===== config.mk =====
export PLATFORM = sky130hd
export DESIGN_NAME = pong_game_ctrl
export DESIGN_NICKNAME = d
export VERILOG_FILES = /design/src/rtl/pong_pkg.sv /design/src/rtl/bcd_score_ctr.sv /design/src/rtl/pong_game_ctrl.sv
export SDC_FILE = /design/constraint.sdc
export NUM_CORES = 1
export LEC_CHECK = 0
export BUFFER_PORTS_ARGS = -buffer_cell sky130_fd_sc_hd__buf_2
export CORE_MARGIN = 2
export CORE_UTILIZATION = 40
export DETAILED_ROUTE_END_ITERATION = 8
export PLACE_DENSITY = 0.59
export SETUP_SLACK_MARGIN = 0.3
export SLEW_MARGIN = 20
export SYNTH_ARGS = -nofsm -noshare
export SYNTH_HDL_FRONTEND = slang
export SYNTH_SLANG_ARGS = --single-unit
export TNS_END_PERCENT = 100

===== constraint.sdc =====
create_clock -name clk -period 1.7 [get_ports clk]
set_clock_uncertainty 0.15 [all_clocks]
set_input_delay 0.17 -clock clk [delete_from_list [all_inputs] [get_ports clk]]
set_output_delay 0.17 -clock clk [all_outputs]
set_load 0.02 [all_outputs]

===== src/rtl/pong_pkg.sv =====
// Shared constants for the pong match controller: state encoding, BCD width, default tick counts.
package pong_pkg;

    localparam logic [1:0] S_NEWGAME = 2'd0;
    localparam logic [1:0] S_PLAY    = 2'd1;
    localparam logic [1:0] S_NEWBALL = 2'd2;
    localparam logic [1:0] S_OVER    = 2'd3;

    localparam int BCD_W                 = 8;
    localparam int DEF_WIN_SCORE         = 7;
    localparam int DEF_NEWBALL_TICKS     = 120;
    localparam int DEF_OVER_TICKS        = 180;

    // Two-digit BCD image of a small binary constant, evaluated at elaboration.
    function automatic logic [BCD_W-1:0] to_bcd(input int v);
        to_bcd = {4'(v / 10), 4'(v % 10)};
    endfunction

endpackage


===== src/rtl/bcd_score_ctr.sv =====
// Two-digit BCD score counter with synchronous clear, increment and saturation at 99.
// score_inc exposes the value an increment would produce so the caller can test for a win early.
module bcd_score_ctr
    import pong_pkg::*;
(
    input  logic             clk,
    input  logic             reset,
    input  logic             clr,
    input  logic             inc,
    output logic [BCD_W-1:0] score,
    output logic [BCD_W-1:0] score_inc
);

    always_comb begin
        score_inc = score;
        if (score != 8'h99) begin
            if (score[3:0] == 4'd9)
                score_inc = {score[7:4] + 4'd1, 4'd0};
            else
                score_inc = {score[7:4], score[3:0] + 4'd1};
        end
    end

    always_ff @(posedge clk or posedge reset) begin
        if (reset)
            score <= '0;
        else if (clr)
            score <= '0;
        else if (inc)
            score <= score_inc;
    end

endmodule


===== src/rtl/pong_game_ctrl.sv =====
// Match controller for pong: start/play/new-ball/game-over sequencing, BCD scores, rally count.
// Consumes the graphics stage's miss/hit flags and drives its gra_still freeze input.
module pong_game_ctrl
    import pong_pkg::*;
#(
    parameter int WIN_SCORE     = DEF_WIN_SCORE,
    parameter int NEWBALL_TICKS = DEF_NEWBALL_TICKS,
    parameter int OVER_TICKS    = DEF_OVER_TICKS
) (
    input  logic             clk,
    input  logic             reset,
    input  logic             refresh_tick,
    input  logic [3:0]       btn,
    input  logic [1:0]       hit,
    input  logic             miss,
    input  logic             miss_side,
    output logic             gra_still,
    output logic [BCD_W-1:0] score_l,
    output logic [BCD_W-1:0] score_r,
    output logic [7:0]       rally,
    output logic             game_over,
    output logic             winner,
    output logic [1:0]       state_o
);

    localparam logic [BCD_W-1:0] WIN_BCD = to_bcd(WIN_SCORE);

    logic [1:0]       state, state_next;
    logic             armed;
    logic [7:0]       timer;
    logic             hit_prev;
    logic [BCD_W-1:0] l_inc, r_inc;

    logic start, point, inc_l, inc_r, win, hit_rise;

    assign start    = (state == S_NEWGAME) && armed && (btn != 4'd0);
    assign point    = (state == S_PLAY) && miss;
    assign inc_l    = point && miss_side;
    assign inc_r    = point && !miss_side;
    assign win      = miss_side ? (l_inc == WIN_BCD) : (r_inc == WIN_BCD);
    assign hit_rise = (|hit) && !hit_prev;

    bcd_score_ctr u_score_l (
        .clk       (clk),
        .reset     (reset),
        .clr       (start),
        .inc       (inc_l),
        .score     (score_l),
        .score_inc (l_inc)
    );

    bcd_score_ctr u_score_r (
        .clk       (clk),
        .reset     (reset),
        .clr       (start),
        .inc       (inc_r),
        .score     (score_r),
        .score_inc (r_inc)
    );

    always_ff @(posedge clk or posedge reset) begin
        if (reset)
            state <= S_NEWGAME;
        else
            state <= state_next;
    end

    always_comb begin
        state_next = state;
        case (state)
            S_NEWGAME: if (start)        state_next = S_PLAY;
            S_PLAY:    if (point)        state_next = win ? S_OVER : S_NEWBALL;
            S_NEWBALL: if (timer == 8'd0) state_next = S_PLAY;
            S_OVER:    if (timer == 8'd0) state_next = S_NEWGAME;
            default:                     state_next = S_NEWGAME;
        endcase
    end

    always_comb begin
        gra_still = (state != S_PLAY);
        game_over = (state == S_OVER);
        state_o   = state;
    end

    // Loading the timer takes priority over a coincident refresh tick.
    always_ff @(posedge clk or posedge reset) begin
        if (reset) begin
            armed    <= 1'b0;
            timer    <= 8'd0;
            rally    <= 8'd0;
            hit_prev <= 1'b0;
            winner   <= 1'b0;
        end else begin
            hit_prev <= |hit;

            if (state == S_OVER && timer == 8'd0)
                armed <= 1'b0;
            else if (state == S_NEWGAME && btn == 4'd0)
                armed <= 1'b1;

            if (point)
                timer <= win ? 8'(OVER_TICKS) : 8'(NEWBALL_TICKS);
            else if (refresh_tick && timer != 8'd0)
                timer <= timer - 8'd1;

            if (start || point)
                rally <= 8'd0;
            else if (state == S_PLAY && hit_rise && rally != 8'hFF)
                rally <= rally + 8'd1;

            if (point && win)
                winner <= !miss_side;
        end
    end

endmodule

## Word-level counts from Yosys, hierarchy flattened

Index checks and enable logic that the tools add are counted.

| storage, ports and cells | value |
|---|---|
| register bits after elaboration | 37 |
| bits of input ports | 11 |
| output and inout port bits | 29 |
| logic and storage cells | 78 |

| operators by class | value |
|---|---|
| add/subtract/negate cells | 6 |
| equal/unequal tests | 15 |
| multiplexer cells | 22 |
| reduce and logical (&&, ||, !) cells | 27 |

Operators by type and width:

| kind | count |
|---|---|
| $mux 8 | 13 |
| $ne 8x8->1 const B | 3 |
| $add 4x1->4 const B | 4 |
| $eq 8x3->1 const B | 2 |
| $logic_and 1x1->1 | 12 |
| $reduce_bool 2->1 | 5 |
| $add 8x1->8 const B | 1 |
| $eq 4x4->1 const B | 2 |
| $logic_not 8->1 | 1 |
| $mux 2 | 4 |
| $pmux 2 s4 | 1 |
| $reduce_bool 8->1 | 1 |
| $sub 8x1->8 const B | 1 |
| $ne 2x2->1 const B | 3 |
| $eq 2x2->1 const B | 2 |
| $logic_not 4->1 | 1 |
| $mux 1 | 4 |
| $ne 2x1->1 const B | 2 |
| $reduce_and 4->1 | 1 |
| $reduce_bool 4->1 | 1 |
| $eq 2x1->1 const B | 1 |
| $logic_not 1->1 | 2 |
| $logic_not 2->1 | 1 |
| $reduce_or 2->1 | 1 |
| $logic_or 1x1->1 | 1 |

## Depth between registers and ports, before layout

| depth | value |
|---|---|
| word-level depth | 8 |
| depth in mapped cells | 7 |
| gate-level depth less buffers | 6 |

## Cells and area by module

Synthesis repeated with hierarchy kept, for this count alone.

| second synthesis, totals | value |
|---|---|
| cell total of the unflattened synthesis | 267 |
| area total of the unflattened synthesis | 2498.6 µm² |

Modules (own cells, without submodules):

| module | times used | cells an instance | area each (µm²) | sequential area each (µm²) |
|---|---|---|---|---|
| bcd_score_ctr | 2 | 70 | 645.6 | 200.2 |
| pong_game_ctrl | 1 | 127 | 1207.4 | 525.5 |

## Least setup slack after synthesis

No wires, ideal clock.

| timing path | value |
|---|---|
| path type | reg2reg |
| start | register u_score_l.score[0] |
| end | register winner |
| setup time | 119 ps |
| data arrival time | 1780 ps |
| data required time | 1431 ps |
| path slack | -348 ps |
| cell stages (with the launch flop) | 6 |
| buffers on the path | 0 |
| period minus slack after synthesis | 2048 ps |
| cell sequence | dfrtp_1 ha_1 nand3b_1 nor4_1 o2111ai_2 a21bo_1 |

| on the way | value |
|---|---|
| longest elaborated chain between the ends | 6 |
| elaborated cells on any way between the ends | 8 |
| classes of those cells | add/sub (1); eq/ne (3); mux (3); reduce/logical (1) |

Ends and longest elaborated chain:

| element | RTL line | text |
|---|---|---|
| start, declared | bcd_score_ctr.sv:10 | `output logic [BCD_W-1:0] score,` |
| start signal, assigned | bcd_score_ctr.sv:30 | `score <= score_inc;` |
| $add 4x1->4 or $eq 4x4->1 (tied branches) | bcd_score_ctr.sv:20, bcd_score_ctr.sv:17 |  |
| $mux 8 | bcd_score_ctr.sv:17 | `if (score[3:0] == 4'd9)` |
| $mux 8 (*) | bcd_score_ctr.sv:16 | `if (score != 8'h99) begin` |
| $eq 8x3->1 (*) | pong_game_ctrl.sv:40 | `assign win = miss_side ? (l_inc == WIN_BCD) : (r_inc == WIN_BCD);` |
| $mux 1 (*) | pong_game_ctrl.sv:40 |  |
| $logic_and 1x1->1 (*) | pong_game_ctrl.sv:111 | `if (point && win)` |
| end signal, assigned | pong_game_ctrl.sv:112 | `winner <= !miss_side;` |
| end, declared | pong_game_ctrl.sv:22 | `output logic winner,` |

Mark *: on every way between the ends. The rest lies on a longest branch, timed or not.
A chain may end at the register's enable or synchronous reset.

## Worst setup path after layout

| timing path | value |
|---|---|
| start | register u_score_r.score[0] |
| end | register timer[6] |

| on the way | value |
|---|---|
| longest elaborated chain between the ends | 7 |
| elaborated cells on any way between the ends | 9 |
| classes of those cells | add/sub (1); eq/ne (3); mux (5) |

Ends and longest elaborated chain:

| element | RTL line | text |
|---|---|---|
| start, declared | bcd_score_ctr.sv:10 |  |
| start signal, assigned | bcd_score_ctr.sv:30 |  |
| $add 4x1->4 or $eq 4x4->1 (tied branches) | bcd_score_ctr.sv:20, bcd_score_ctr.sv:17 |  |
| $mux 8 | bcd_score_ctr.sv:17 |  |
| $mux 8 (*) | bcd_score_ctr.sv:16 |  |
| $eq 8x3->1 (*) | pong_game_ctrl.sv:40 |  |
| $mux 1 (*) | pong_game_ctrl.sv:40 |  |
| $mux 8 (*) | pong_game_ctrl.sv:102 | `timer <= win ? 8'(OVER_TICKS) : 8'(NEWBALL_TICKS);` |
| $mux 8 (*) | pong_game_ctrl.sv:101 | `if (point)` |
| end signal, assigned | pong_game_ctrl.sv:102 |  |
| end signal, assigned | pong_game_ctrl.sv:104 | `timer <= timer - 8'd1;` |
| end, declared | pong_game_ctrl.sv:30 | `logic [7:0] timer;` |

Marks and branches as above.

==> Flow_metrics.wiki <==
{| class="wikitable"
! Metric !! Value
|-
| Result of the run || finished, violations left
|-
| Violations in the final reports || setup timing
|-
| Max-slew headroom at the worst pin || 65.3%
|-
| Worst reg-to-reg path cell count || 4
|-
| Transition time at the pin with the least slew margin || 0.520 ns
|-
| Synth top area share || 39.1%
|-
| Leak Pwr || 0.00179 µW
|-
| Setup Viol. Count Final || 12
|-
| DRC marker count from the first detailed-route iteration || 66
|-
| Maximum achievable frequency || 544 MHz
|-
| Register bit count reported by yosys || 37
|-
| Power density over the cells || 1110 nW/µm²
|-
| First-pass iteration count of the detailed router || 4
|-
| Minimum period implied by the final worst setup slack || 1.84 ns
|-
| Post-route ant nets || 0
|-
| Clock slew at reported path FFs || 0.08 ns
|-
| Setup repair after global routing missed its margin || true
|-
| Critical Path Start Type || flop
|-
| Wire length of the first global-routing pass || 11,300 µm
|-
| Reg2Reg Setup Slack || -0.14 ns
|-
| Area enclosed by the die boundary || 6550 µm²
|-
| Number of maximum-capacitance violations || 0
|-
| Number of clock sinks || 37
|-
| Buffer depth of the longest clock path || 2
|-
| Cell area after placement || 3280 µm²
|-
| Setup CP Type || reg2reg
|-
| Detail-routed net length per standard cell || 15.5 µm
|-
| CTS tree || yes
|-
| CTS Buf Count || 5
|-
| Least setup slack across all paths after layout || -0.137 ns
|-
| Congestion Overflow GR || 0
|-
| Terminus of the critical flop-to-flop path || timer[6]
|-
| Hold Crit Endpoint || timer[1]
|-
| Register area share after synthesis || 39.1%
|-
| Final number of hold-violating endpoints || 0
|-
| Final wirelength || 7090 µm
|-
| Hpwl dp || 4830 µm
|-
| Die X || 81.0 µm
|-
| Port Buf Inserts || 39
|-
| Type of element capturing the critical path || flop
|-
| Post-synthesis area per instance || 9.79 µm²
|-
| R2r startpoint || u_score_r.score[0]
|-
| Number of nets in the final layout || 404
|-
| RePlAce Congestion || 0.836
|-
| Number of filler cells placed in the layout || 474
|-
| GRT Total Usage || 22.3%
|-
| Pin count of the biggest net entering global routing || 38
|-
| Post-Syn Nets || 264
|-
| Worst hold path startpoint || refresh_tick
|-
| Flip-flop cell with the highest count after synthesis || dfrtp_1
|-
| Via count || 2,468
|-
| Leading area contributor after synthesis || dfrtp_1
|-
| Initial standard-cell utilization of the core || 40.7%
|-
| Hold Worst Slack || 0.0484 ns
|-
| Worst VDD drop || 0.880 mV
|-
| Data arrival time at the worst-slack endpoint || 1.87 ns
|-
| Number of warnings reported in the yosys synthesis log || 0
|-
| Max-slew violation count || 0
|-
| Area taken by flip-flops and latches || 947 µm²
|-
| Post-route cell area || 4080 µm²
|-
| Clk root buf || clkbuf_8
|-
| Initial antenna violation count || 0
|-
| Worst Hold Depth || 2
|-
| Layout cell share with drive strength beyond 1 || 64.5%
|-
| Post-Synthesis Cells || 242
|-
| Diodes inserted || 0
|-
| Number of flops mapped to enable cells by yosys || 0
|-
| Combined area of all synthesized cells || 2370 µm²
|-
| Count of distinct cell types in the synthesized netlist || 63
|-
| Critical Path RT || 1.73 ns
|-
| H-tree level count || 2
|-
| Path category of the worst min-delay check || in2reg
|-
| Most common cell in the netlist || dfrtp_1
|-
| Synth async-reset ratio || 100%
|-
| Worst-skew pair later-pin latency || 0.29 ns
|-
| Y dimension of the die || 81.0 µm
|-
| Top cell types by occurrence after synthesis || 37 x dfrtp_1, 17 x a21oi_1, 15 x nand2_1
|-
| Vias per std cell || 5.39
|-
| Total core area || 5820 µm²
|-
| Via count of the first global-routing pass || 2,508
|-
| Top post-synthesis cells by area || dfrtp_1 39%, ha_1 5.8%, a21oi_1 3.6%
|-
| Number of top-level pins || 40
|-
| Area of the multi-input gates || 1800 µm²
|-
| Count of unresolved DRC violations after routing || 0
|-
| Layout-stage area growth over the synthesis result || 72.4%
|-
| Std-Cell Rows || 28
|-
| Maximum fanout count along the critical path || 5
|-
| Tcrit/Tclk final || 108%
|}
## critical path, cell delays in order (launching register included)
cell and delay [ns]:
dfrtp_2 0.44, or4_4 0.55, nor4_4 0.18, o2111ai_2 0.20
and3_1 0.21
## logic make-up after synthesis
| logic type | share of synthesized area [%] |
|---|---|
| buffers and inverters | 3.33 |
| AND/OR/NAND/NOR | 25.4 |
| multiplexers | 2.96 |
| flip-flops | 39.1 |
| AO/OA/AOI/OAI | 21.9 |
| adder cells (fa/ha/maj) | 5.81 |
| XOR/XNOR | 1.48 |
## worst max path at each step
stage	from	to	slack, ns	cells after the start
2_1_floorplan	u_score_r.score[0]	timer[6]	-0.12	4
3_3_place_gp	u_score_r.score[0]	timer[6]	-0.09	4
3_5_place_dp	u_score_r.score[4]	timer[6]	-0.14	4
4_1_cts	u_score_r.score[4]	timer[6]	-0.14	4
5_1_grt	u_score_r.score[4]	timer[6]	-0.20	4
6_report	u_score_r.score[0]	timer[6]	-0.14	4
## layout make-up
cell class	count	share of cell area [%]
Timing Repair Buffer	141	27.0
Clock inverter	1	0.123
Clock buffer	7	2.36
Multi-Input combinational cell	186	44.1
Sequential cell	37	23.2
Tap cell	75	2.30
Inverter	11	1.01
## metal layers
layer / global-route usage [%] / vias to the layer above / routed length [µm]
li1: - / 1219 / -
met5: 0 / - / 0
met4: 4.75 / 0 / 41
met1: 27.1 / 1205 / 2960
met2: 41.5 / 40 / 3920
met3: 3.44 / 4 / 174
## stage by stage
stage / power, µW / setup TNS (ns) / worst slack (ns) / instances / utilization, %
floorplan: 2420 / -0.364 / -0.121 / 242 / -
global route: 4830 / -2.17 / -0.205 / 458 / 70.2
finish: 4530 / -0.715 / -0.137 / 458 / 70.2
global placement: 3120 / -0.264 / -0.0948 / 416 / 56.3
detailed placement: 3150 / -0.589 / -0.143 / 416 / 56.3
CTS: 4330 / -0.640 / -0.136 / 451 / 66.3
## power by group
group	leakage (µW)	total, µW	internal [µW]	switching (µW)
clock	0.0000542	698	367	331
combinational	0.00129	2560	1360	1200
sequential	0.000452	1270	1070	192
total	0.00179	4530	2800	1730
## flip-flops by register name, indices dropped and copies added, names as in the netlist
name	flops
armed	1
u_score_r.score	8
rally	8
state_o	2
timer	8
hit_prev	1
winner	1
u_score_l.score	8
## repair_timing
action | 4_1_cts | 5_1_grt
gates cloned | 0 | 0
setup endpoints to repair | 39 | 42
setup buffers | 25 | 7
gates resized for setup | 70 | 33
pin swaps | 29 | 14
hold buffers | 2 | 0
hold endpoints to repair | 38 | 0
## layout by cell type (no fill, tap or decap), types with 4 or more instances in the layout
master     n
o21ai_1    6
ha_4       6
and3b_2    4
or4_1      4
o31ai_1    4
a21oi_1    8
ha_1       4
inv_2      7
inv_1      4
nand2_2    4
nand3b_1   7
o21ai_0    5
dfrtp_1   20
nand3_1    9
dfrtp_2   17
clkbuf_8   7
a21oi_2    8
buf_2     33
buf_6     26
nor2_1     6
buf_4     77
nor4_4     5
mux2i_1    6
or4_4      4
nand2_1   11
Note: power is estimated with default switching activity, not from simulation.
